[config.mk]
export PLATFORM = sky130hd
export DESIGN_NAME = ps2_host_tx
export DESIGN_NICKNAME = d
export VERILOG_FILES = /design/src/rtl/ps2_pkg.sv /design/src/rtl/ps2_line_sync.sv /design/src/rtl/ps2_host_tx.sv
export SDC_FILE = /design/constraint.sdc
export NUM_CORES = 1
export LEC_CHECK = 0
export CORE_MARGIN = 8
export CORE_UTILIZATION = 30
export DETAILED_ROUTE_END_ITERATION = 10
export GPL_TIMING_DRIVEN = 0
export SKIP_CTS_REPAIR_TIMING = 1
export SLEW_MARGIN = 20
export SYNTH_ARGS = -nofsm -noshare
export SYNTH_HDL_FRONTEND = slang
export SYNTH_SLANG_ARGS = --single-unit
[constraint.sdc]
create_clock -name CLK100MHZ -period 3.13 [get_ports CLK100MHZ]
set_input_delay 0.4695 -clock CLK100MHZ [delete_from_list [all_inputs] [get_ports CLK100MHZ]]
set_output_delay 0.4695 -clock CLK100MHZ [all_outputs]
set_load 0.01 [all_outputs]
[src/rtl/ps2_pkg.sv]
// Shared PS/2 definitions: transmitter states, keyboard command bytes, frame
// length and the microsecond-to-cycle conversion used to size counters.
package ps2_pkg;

  typedef enum logic [2:0] {
    IDLE,
    INHIBIT,
    REQ,
    SEND,
    ACK,
    WAIT_IDLE
  } ps2_tx_state_e;

  localparam logic [7:0] CMD_SET_LEDS = 8'hED;
  localparam logic [7:0] CMD_ENABLE   = 8'hF4;
  localparam logic [7:0] CMD_RESET    = 8'hFF;
  localparam logic [7:0] RESP_ACK     = 8'hFA;

  localparam int unsigned FRAME_LEN = 11;

  // 64-bit product so TIMEOUT_US * CLK_FREQ_HZ cannot overflow.
  function automatic int unsigned us_to_cycles(input int unsigned us,
                                               input int unsigned hz);
    logic [63:0] prod;
    prod = 64'(us) * 64'(hz);
    return 32'(prod / 64'd1_000_000);
  endfunction

endpackage

[src/rtl/ps2_line_sync.sv]
// PS/2 line conditioner: 2-FF synchronizer, level filter requiring
// FILTER_CYCLES consecutive equal samples, and a falling-edge pulse.
module ps2_line_sync #(
  parameter int unsigned FILTER_CYCLES = 8
) (
  input  logic clk,
  input  logic rst_n,
  input  logic line_in,
  output logic level,
  output logic fall
);

  localparam int unsigned CW = $clog2(FILTER_CYCLES + 1);

  logic [1:0]    sync;
  logic [CW-1:0] cnt;

  always_ff @(posedge clk or negedge rst_n) begin
    if (!rst_n) begin
      sync  <= '1;
      level <= 1'b1;
      cnt   <= '0;
      fall  <= 1'b0;
    end else begin
      sync <= {sync[0], line_in};
      fall <= 1'b0;
      if (sync[1] == level) begin
        cnt <= '0;
      end else if (cnt == CW'(FILTER_CYCLES - 1)) begin
        level <= sync[1];
        cnt   <= '0;
        fall  <= level;
      end else begin
        cnt <= cnt + 1'b1;
      end
    end
  end

endmodule

[src/rtl/ps2_host_tx.sv]
// Host-to-device PS/2 transmitter: inhibit, request-to-send, bit shifting on
// device clock falls, line-ack check and timeout, open-drain via output enables.
module ps2_host_tx
  import ps2_pkg::*;
#(
  parameter int unsigned CLK_FREQ_HZ   = 100_000_000,
  parameter int unsigned INHIBIT_US    = 100,
  parameter int unsigned TIMEOUT_US    = 15000,
  parameter int unsigned FILTER_CYCLES = 8
) (
  input  logic       CLK100MHZ,
  input  logic       CPU_RESETN,
  input  logic [7:0] tx_data,
  input  logic       tx_valid,
  output logic       tx_ready,
  output logic       busy,
  output logic       tx_done,
  output logic       tx_err,
  input  logic       PS2_CLK_IN,
  input  logic       PS2_DATA_IN,
  output logic       ps2_clk_oe,
  output logic       ps2_data_oe
);

  localparam int unsigned INHIBIT_CYC = us_to_cycles(INHIBIT_US, CLK_FREQ_HZ);
  localparam int unsigned TIMEOUT_CYC = us_to_cycles(TIMEOUT_US, CLK_FREQ_HZ);
  localparam int unsigned MAX_CYC     = (TIMEOUT_CYC > INHIBIT_CYC) ? TIMEOUT_CYC : INHIBIT_CYC;
  localparam int unsigned CNT_W       = $clog2(MAX_CYC + 1);

  logic clk_lvl, clk_fall, data_lvl, data_fall_unused;

  ps2_line_sync #(.FILTER_CYCLES(FILTER_CYCLES)) u_clk_sync (
    .clk(CLK100MHZ), .rst_n(CPU_RESETN), .line_in(PS2_CLK_IN),
    .level(clk_lvl), .fall(clk_fall)
  );

  ps2_line_sync #(.FILTER_CYCLES(FILTER_CYCLES)) u_data_sync (
    .clk(CLK100MHZ), .rst_n(CPU_RESETN), .line_in(PS2_DATA_IN),
    .level(data_lvl), .fall(data_fall_unused)
  );

  ps2_tx_state_e state_q, state_d;
  logic [9:0]       frame_q, frame_d;
  logic [3:0]       bit_q, bit_d;
  logic [CNT_W-1:0] cnt_q, cnt_d;
  logic             clk_oe_q, clk_oe_d, data_oe_q, data_oe_d;
  logic             ack_ok_q, ack_ok_d, done_q, done_d, err_q, err_d;

  always_ff @(posedge CLK100MHZ or negedge CPU_RESETN) begin
    if (!CPU_RESETN) begin
      state_q   <= IDLE;
      frame_q   <= '0;
      bit_q     <= '0;
      cnt_q     <= '0;
      clk_oe_q  <= 1'b0;
      data_oe_q <= 1'b0;
      ack_ok_q  <= 1'b0;
      done_q    <= 1'b0;
      err_q     <= 1'b0;
    end else begin
      state_q   <= state_d;
      frame_q   <= frame_d;
      bit_q     <= bit_d;
      cnt_q     <= cnt_d;
      clk_oe_q  <= clk_oe_d;
      data_oe_q <= data_oe_d;
      ack_ok_q  <= ack_ok_d;
      done_q    <= done_d;
      err_q     <= err_d;
    end
  end

  always_comb begin
    state_d   = state_q;
    frame_d   = frame_q;
    bit_d     = bit_q;
    cnt_d     = cnt_q;
    clk_oe_d  = clk_oe_q;
    data_oe_d = data_oe_q;
    ack_ok_d  = ack_ok_q;
    done_d    = 1'b0;
    err_d     = 1'b0;
    case (state_q)
      IDLE: begin
        if (tx_valid) begin
          frame_d  = {1'b1, ~^tx_data, tx_data};
          cnt_d    = '0;
          clk_oe_d = 1'b1;
          ack_ok_d = 1'b0;
          state_d  = INHIBIT;
        end
      end
      INHIBIT: begin
        if (cnt_q == CNT_W'(INHIBIT_CYC - 1)) begin
          data_oe_d = 1'b1;
          cnt_d     = '0;
          state_d   = REQ;
        end else begin
          cnt_d = cnt_q + 1'b1;
        end
      end
      REQ: begin
        clk_oe_d = 1'b0;
        bit_d    = '0;
        cnt_d    = '0;
        state_d  = SEND;
      end
      SEND, ACK: begin
        // Timeout wins over a coincident fall so each frame yields one pulse.
        if (cnt_q == CNT_W'(TIMEOUT_CYC - 1)) begin
          clk_oe_d  = 1'b0;
          data_oe_d = 1'b0;
          ack_ok_d  = 1'b0;
          err_d     = 1'b1;
          state_d   = WAIT_IDLE;
        end else begin
          cnt_d = cnt_q + 1'b1;
          if (clk_fall) begin
            if (state_q == SEND) begin
              data_oe_d = ~frame_q[bit_q];
              bit_d     = bit_q + 4'd1;
              if (bit_q == 4'(FRAME_LEN - 2)) state_d = ACK;
            end else begin
              if (!data_lvl) ack_ok_d = 1'b1;
              else           err_d    = 1'b1;
              state_d = WAIT_IDLE;
            end
          end
        end
      end
      WAIT_IDLE: begin
        if (clk_lvl && data_lvl) begin
          done_d  = ack_ok_q;
          state_d = IDLE;
        end
      end
      default: state_d = IDLE;
    endcase
  end

  assign tx_ready    = (state_q == IDLE);
  assign busy        = (state_q != IDLE);
  assign tx_done     = done_q;
  assign tx_err      = err_q;
  assign ps2_clk_oe  = clk_oe_q;
  assign ps2_data_oe = data_oe_q;

endmodule

# Yosys cells after proc, flatten, opt, wreduce, memory -nomap -nowiden

Index checks and enable logic that the tools add are counted.

Add/sub/neg operators: 4
$mul: 0
Div/mod/pow operators: 0
$lt $le $gt $ge: 1
Equal/unequal tests: 24
Shift-type cells: 0
Multiplexer cells: 45
Bitwise operators: 3
Reduce and logical (&&, ||, !) cells: 19

Operators by type and width:

| operator                                                                      | count |
|---|---|
| 21-bit one-hot mux with 4 select lines                                        | 1 |
| 21-bit 2-to-1 mux                                                             | 3 |
| 4-bit 2-to-1 mux                                                              | 7 |
| 21-bit by 1-bit adder with 21-bit output (second input constant)              | 1 |
| 21-bit by 14-bit equality test with 1-bit output (second input constant)      | 1 |
| 21-bit equality test (second input constant)                                  | 1 |
| 1-bit 2-to-1 mux                                                              | 21 |
| 3-bit 2-to-1 mux                                                              | 7 |
| 3-bit one-hot mux with 5 select lines                                         | 1 |
| 4-bit by 1-bit adder with 4-bit output (second input constant)                | 3 |
| 2-bit != test (second input constant)                                         | 6 |
| 5-bit AND reduction                                                           | 2 |
| 3-bit != test (second input constant)                                         | 3 |
| 4-bit by 3-bit equality test with 1-bit output (second input constant)        | 2 |
| 4-bit one-hot mux with 2 select lines                                         | 1 |
| 4-bit AND reduction                                                           | 2 |
| 8-bit XNOR reduction                                                          | 1 |
| 3-bit by 2-bit equality test with 1-bit output (second input constant)        | 2 |
| 3-bit equality test (second input constant)                                   | 2 |
| 2-bit AND reduction                                                           | 3 |
| 3-bit AND reduction                                                           | 2 |
| 2-bit nonzero test                                                            | 3 |
| 3-bit nonzero test                                                            | 2 |
| 4-bit by 5-bit less-than comparator with 1-bit output (second input constant) | 1 |
| 14 further kinds                                                              | 18 |

Flip-flop bits (word level): 58
Latch bits: 0
Bits in writable memories: 0
ROM bits: 0
Bits of input ports: 13
Output and inout port bits: 6
Logic and storage cells: 112
Memories kept: 0

# Logic depth before layout (Yosys ltp)

Gate-level depths: netlist (run 1).

Depth after elaboration: 7
Mapped depth: 8

# Modules after synthesis

Synthesis (run 1) repeated with hierarchy kept, for this count alone.

Cell total of the unflattened synthesis: 314
Area total of the unflattened synthesis: 3239.4 µm²

By module, submodules not included:

| module        | times used | cells an instance | area an instance (µm²) | seq. area each (µm²) |
|---|---|---|---|---|
| ps2_host_tx   | 1          | 272               | 2616.3                 | 1076.0 |
| ps2_line_sync | 2          | 21                | 311.5                  | 203.9 |

# Worst setup path after synthesis (run 1)

OpenSTA, ideal clock, no wires.

Kind: flip-flop to flip-flop
From: register cnt_q[5]
To: register cnt_q[0]
Arrival: 2.205 ns
Data required time: 3.005 ns
Setup slack: 0.800 ns
Stages on the path, launching flop included: 7
Buffers on the path: 1
Period minus slack after synthesis: 2.330 ns
Cell sequence: dfrtp_1 or4_1 or4_1 buf_6 o31ai_4 a21oi_1 mux2_2

Cells in the longest elaborated chain, start to end: 3
Elaborated cells between the ends (all ways): 6
Those cells by class: eq/ne: 3; mux: 2; reduce/logical: 1

Ends and longest elaborated chain:

| what                                                                                            | RTL line                              | text |
|---|---|---|
| from (decl)                                                                                     | ps2_host_tx.sv:45                     | `logic [CNT_W-1:0] cnt_q, cnt_d;` |
| from (signal assigned)                                                                          | ps2_host_tx.sv:64                     | `cnt_q <= cnt_d;` |
| 21-bit by 14-bit equality test with 1-bit output / 21-bit equality test (equally long branches) | ps2_host_tx.sv:94, ps2_host_tx.sv:110 |  |
| 21-bit 2-to-1 mux / 2-bit != test (equally long branches)                                       | n/a                                   |  |
| 21-bit one-hot mux with 4 select lines / 3-bit AND reduction (equally long branches)            | n/a                                   |  |

Parallel ways exist; a longest one is shown, timed or not.
A chain may end at the register's enable or synchronous reset.

# Final worst setup path (run 1)

Same ends and word-level chain as after synthesis.

==> flow_metrics.tcl, run 1 <==
set metrics [dict create \
    cap_viol_max_count 0 \
    finalCritPeriodShare 0.845 \
    synthDominantAreaCellType "dfrtp_1" \
    critical_path_arrival_ps 2870 \
    wire_per_inst_microns 13.9 \
    post_synth_inst_count 296 \
    cts-root-to-sink-buffers 2 \
    fin_worst_skew_ps 8.26 \
    drt_first_pass_iters 4 \
    post_synth_num_cell_types 56 \
    vdd.ir_drop.worst_mv 0.270 \
    global_route_wire_length_before_repair_mm 11.4 \
    stdcell_area_sq_um 3650 \
    proportion_of_layout_cells_with_a_drive_suffix_above_1 0.139 \
    synth-seq-cells 58 \
    pin_count_of_the_biggest_net_entering_global_routing 52 \
    cts_made_buffers 9 \
    timing.final.max_slew_violations 0 \
    nNetsFinal 345 \
    first_global_vias 2403 \
    critPathMaxFanout 10 \
    finalSetupViolCount 0 \
    ant_diodes 0 \
    io_buffer_count 18 \
    dieWidth_microns 117 \
    clock_tree_from_tritoncts "yes" \
    postRouteAntennaNets 0 \
    synth_flop_cell "dfrtp_1" \
    wire_length_after_detailed_routing_mm 6.53 \
    design.core.area_sq_um 10100 \
    synth-warning-count 0 \
    critPathLaunchType "flip-flop" \
    drc 0 \
    initial_core_util 0.302 \
    cts_htree_levels 3 \
    hold_path.class "reg -> reg" \
    timing_limited_maximum_frequency_mhz 378 \
    final-hold-violation-count 0 \
    finish.utilization 0.362 \
    tightestPinTransition_ps 537 \
    cp-end-kind "flip-flop" \
    average_footprint_of_a_synthesized_cell_sq_um 10.3 \
    grt_setup_unrepaired "false" \
    cts-root-buf "clkbuf_8" \
    syn-cell-area_sq_um 3050 \
    p_total_w 0.00233 \
    synth.yosys.seq_area_share 0.478 \
    async_reset_ff_frac 1.00 \
    power_density_nw_per_um2 637 \
    worstSkewPairLatency_ps 340 \
    gr-total-overflow 0 \
    setup.worst_path.class "reg -> reg" \
    final_period_minus_worst_setup_slack_ps 2650 \
    synthesis.nets 314 \
    yosys-top-cells-area "dfrtp_1 43%, xnor2_1 6.6%, dfstp_2 5.2%, mux2_2 4.1%, nor2_1 3.3%" \
    area_growth_pct 19.8 \
    final_cells 468 \
    worst-endpoint-required_ps 3360 \
    gp_congestion 0.760 \
    boundaryPins 19 \
    viasPerCell 5.01 \
    run_status "finished, final reports clean" \
    cts_num_sinks 58 \
    via_count 2344 \
    die_area_sq_um 13600 \
    dpl.hpwl_mm 4.55 \
    post-synth-top-area-fraction 0.427 \
    synth_enable_flop_cells 0 \
    drt_iter0_drc 170 \
    grt.total_usage 0.108 \
    die_height_microns 117 \
    clk_pin_slew_worst_paths_ps 70 \
    dpl_cell_area_sq_um 3420 \
    worst_slew_margin_rel 0.642 \
    dpl.cell_count 451 \
    p_leak_nw 1.40 \
    placementRows 37 \
    antenna_found_initial 0 \
]
-- logic make-up after synthesis --
family / count (synthesis) / share of synthesized area
AND/OR/NAND/NOR: 116 / 0.204
flip-flops: 58 / 0.478
AO/OA/AOI/OAI: 55 / 0.130
XOR/XNOR: 24 / 0.0689
buffers and inverters: 23 / 0.0357
multiplexers: 15 / 0.0620
adder cells (fa/ha/maj): 5 / 0.0205
-- final cells by class --
cell class / count / area (sq um)
Buffer: 13 / 71.3
Fill cell: 1082 / 6440
Multi-Input combinational cell: 215 / 1480
Sequential cell: 58 / 1460
Timing Repair Buffer: 20 / 215
Clock buffer: 11 / 141
Inverter: 10 / 37.5
Tap cell: 136 / 170
Clock inverter: 5 / 77.6
-- worst max-delay path: stages, from the launching register on --
cell,delay [ps]
dfrtp_1,430
or4_1,520
or4_1,560
buf_6,180
o21ai_0,380
a21oi_1,170
mux2_2,290
-- report_power, final --
group / internal, W / switching (W)
clock network: 0.000467 / 0.000300
registers: 0.000895 / 0.000106
logic: 0.000269 / 0.000288
total: 0.00163 / 0.000694
-- state kept, by name (all words and copies together), names as in the netlist, 2 cells and up --
register	flops
frame_q	10
u_data_sync.sync	2
bit_q	4
u_clk_sync.cnt	4
u_clk_sync.sync	2
cnt_q	21
u_data_sync.cnt	4
state_q	3
-- Yosys cell counts, drive strengths merged, types with 4 or more instances --
library cell	n
nor4	7
inv	10
dfstp	6
mux2	11
nor2	27
ha	5
o21ai	11
nand3	15
o211ai	5
or3	5
clkbuf	10
xnor2	23
or4	5
nand2	17
dfrtp	52
nor3	14
a21oi	14
nand4	4
-- layout by cell type, fill, tap and decap left out, drive strengths merged, types with 3 or more instances in the layout --
cell type / instances
nor2: 27
dfstp: 6
nand2: 17
or3: 5
o31ai: 3
xnor2: 23
buf: 5
inv: 10
ha: 5
o211ai: 5
clkbuf: 21
mux2: 11
o2111ai: 3
o21ai: 11
a21oi: 14
nor4: 7
nand4: 4
nor3b: 3
dfrtp: 52
clkdlybuf4s50: 17
nand3: 15
nor3: 14
or4: 5
-- path summary, 6_finish.rpt --
check	start	end	slack, ps	cells past startpoint
worst max register to register	cnt_q[5]$_DFFE_PN0P_	cnt_q[0]$_DFFE_PN0P_	480	6
min in group asynchronous	CPU_RESETN	cnt_q[11]$_DFFE_PN0P_	500	2
max in group asynchronous	CPU_RESETN	u_data_sync.level$_DFFE_PN1P_	2100	3
worst max-delay path	cnt_q[5]$_DFFE_PN0P_	cnt_q[0]$_DFFE_PN0P_	480	6
worst min register to register	u_clk_sync.sync[0]$_DFF_PN1_	u_clk_sync.sync[1]$_DFF_PN1_	360	0
worst min-delay path	u_clk_sync.sync[0]$_DFF_PN1_	u_clk_sync.sync[1]$_DFF_PN1_	360	0
-- stage by stage --
| step | setup WS, ps | TNS [ps] | hold WS [ps] |
|---|---|---|---|
| 2_1_floorplan | 800 | 0 | 174 |
| 3_5_place_dp | 567 | 0 | 311 |
| 3_3_place_gp | -339 | -17420 | 346 |
| 5_1_grt | 381 | 0 | 359 |
| 6_report | 484 | 0 | 357 |
| 4_1_cts | 544 | 0 | -60.9 |
-- per-layer routing --
layer | track usage | share of wire | vias to the layer above
li1 | - | - | 1142
met1 | 0.130 | 0.48 | 1148
met2 | 0.170 | 0.46 | 49
met3 | 0.0421 | 0.052 | 5
met4 | 0.0410 | 0.0069 | 0
met5 | 0 | 0 | -
Power figures use the tool's default switching activity.
==> run 2: changes to the inputs <==
clock period = 2.17 ns   (was 3.13 ns; I/O delays follow)
==> run 2 against run 1 <==
The flow now finishes with violations (setup timing). Clock-buffer cell count shrank 1. Setup slack worse by 720 ps. Highest routed layer unchanged. Clock skew up 1.7 ps.
==> flow_metrics.tcl, run 2 (same netlist as run 1, synthesis figures left out) <==
set metrics [dict create \
    run_status "complete, but fails checks" \
    failed_checks "setup timing" \
    cp-end-kind "flip-flop" \
    nNetsFinal 359 \
    drt_iter0_drc 91 \
    mostFrequentLayoutCell "dfrtp_1" \
    fin_worst_skew_ps 9.98 \
    r2r_cells 6 \
    placementRows 37 \
    biggest_cell_delay_along_the_critical_path_ps 610 \
    io_buffer_count 18 \
    critical_path_arrival_ps 2630 \
    design.core.area_sq_um 10100 \
    worstSkewPairLatency_ps 340 \
    worst-endpoint-required_ps 2400 \
    clk_pin_slew_worst_paths_ps 70 \
    largest_register "cnt_q" \
    stdcell_area_sq_um 3850 \
    tightestPinTransition_ps 602 \
    grt.total_usage 0.106 \
    initial_core_util 0.302 \
    vdd.ir_drop.worst_mv 0.516 \
    pin_count_of_the_biggest_net_entering_global_routing 37 \
    proportion_of_layout_cells_with_a_drive_suffix_above_1 0.249 \
    dp_worst_setup_slack_ps -369 \
    worst_slew_margin_rel 0.599 \
    r2r_endpoint "cnt_q[16]$_DFFE_PN0P_" \
    gp_congestion 0.786 \
    cts_num_sinks 58 \
    wire_length_after_detailed_routing_mm 6.94 \
    finalSetupViolCount 31 \
    cts_htree_levels 3 \
    die_area_sq_um 13600 \
    first_global_vias 2403 \
    final_period_minus_worst_setup_slack_ps 2400 \
    timing_limited_maximum_frequency_mhz 416 \
    timing.final.max_slew_violations 0 \
    fin_hold_ws_ps 359 \
    postRouteAntennaNets 0 \
    dpl.hpwl_mm 4.72 \
    cts-root-to-sink-buffers 2 \
    fin_tns_setup_ps -5240 \
    critPathCapture "cnt_q[16]$_DFFE_PN0P_" \
    cts-root-buf "clkbuf_8" \
    critPathMaxFanout 6 \
    critical_path.cell_chain "or4bb_1, or4_4, o21a_4, nor3_4, buf_4, nor2_1" \
    viasPerCell 5.09 \
    dpl_cell_area_sq_um 3420 \
    critPathLaunchType "flip-flop" \
    cap_viol_max_count 0 \
    timing.final.ws_setup_ps -233 \
    antenna_found_initial 0 \
    clock_tree_from_tritoncts "yes" \
    top_regs "cnt_q (21), frame_q (10)" \
    drt_first_pass_iters 4 \
    cts_made_buffers 9 \
    ff_to_ff_setup_slack_ps -230 \
    area_growth_pct 26.4 \
    global_route_wire_length_before_repair_mm 11.4 \
    worstReg2RegStart "cnt_q[11]$_DFFE_PN0P_" \
    power_density_nw_per_um2 869 \
    grt_setup_unrepaired "true" \
    largest_reg_flops 21 \
    fill_cell_instance_count_of_the_final_layout 1040 \
    drc 0 \
    boundaryPins 19 \
    critical-path-slowest-cell "or4_4" \
    finalCritPeriodShare 1.11 \
    ant_diodes 0 \
    hold_path.class "reg -> reg" \
    dieWidth_microns 117 \
    final-hold-violation-count 0 \
    crit_family "simple AND/OR/NAND/NOR gates" \
    highest_count_cells_in_the_layout_ignoring_fill_and_taps "49 x dfrtp_1, 23 x xnor2_1, 21 x nor2_1, 17 x nand2_1" \
    timing.critical_path.depth 6 \
    setup.worst_path.start "cnt_q[11]$_DFFE_PN0P_" \
    setup.worst_path.class "reg -> reg" \
    die_height_microns 117 \
    p_leak_nw 1.48 \
    cp.buffers_inverters 1 \
    wire_per_inst_microns 14.4 \
    via_count 2452 \
    gr-total-overflow 0 \
]
run 2: changes by cell type in the layout (fill, tap and decap cells not counted), moves of 3 or more:
cell / delta
dfrtp_1: -3
nor2_1: -6
nor2_2: +4
a21oi_1: -4
clkbuf_1: -3
a21oi_2: +4
dfrtp_2: +3
buf_4: +12
run 2: how the worst min path moves through the flow:
stage               slack [ps]                             to  cells after the start                     startpoint
floorplan                   30           ack_ok_q$_DFFE_PN0P_                      0                     CPU_RESETN
global placement           350   u_clk_sync.sync[1]$_DFF_PN1_                      0   u_clk_sync.sync[0]$_DFF_PN1_
detailed placement         250           cnt_q[9]$_DFFE_PN0P_                      1                     CPU_RESETN
CTS                       -130         frame_q[1]$_DFFE_PN0P_                      1                     CPU_RESETN
global route               360  u_data_sync.sync[1]$_DFF_PN1_                      0  u_data_sync.sync[0]$_DFF_PN1_
finish                     360  u_data_sync.sync[1]$_DFF_PN1_                      0  u_data_sync.sync[0]$_DFF_PN1_
run 2: metal layers:
layer,GRT usage,part of all wire,vias to the layer above
met1,0.130,0.46,1205
met3,0.0421,0.052,9
met4,0.0307,0.010,0
met5,0,0,-
li1,-,-,1180
met2,0.169,0.48,58
run 2: cell type report:
class                           instances  area, sq um  share of cell area
Buffer                                 12         66.3              0.0172
Clock buffer                           10          128              0.0331
Clock inverter                          6         67.6              0.0175
Inverter                               10         37.5             0.00974
Multi-Input combinational cell        215         1590               0.413
Sequential cell                        58         1460               0.379
Tap cell                              136          170              0.0441
Timing Repair Buffer                   35          330              0.0857
run 2: report_power, final:
group | switching [W] | internal, W
logic | 0.000476 | 0.000444
registers | 0.000155 | 0.00129
clock network | 0.000453 | 0.000531
run 2: worst reg2reg max path, delay by kind of cell, from the launching register on:
family | cells | cell delay [ps]
AOI/OAI and AO/OA | 1 | 270
buffers and inverters | 1 | 190
DFF | 1 | 400
and+or+nand+nor | 4 | 1430
run 2: metrics by stage:
step                      total power (W)  utilization  std cells
after floorplan                   0.00202            -        296
final                             0.00335        0.382        482
after detailed placement          0.00228        0.339        451
after global placement            0.00224        0.337        450
after CTS                         0.00328        0.358        467
after global routing              0.00357        0.382        482
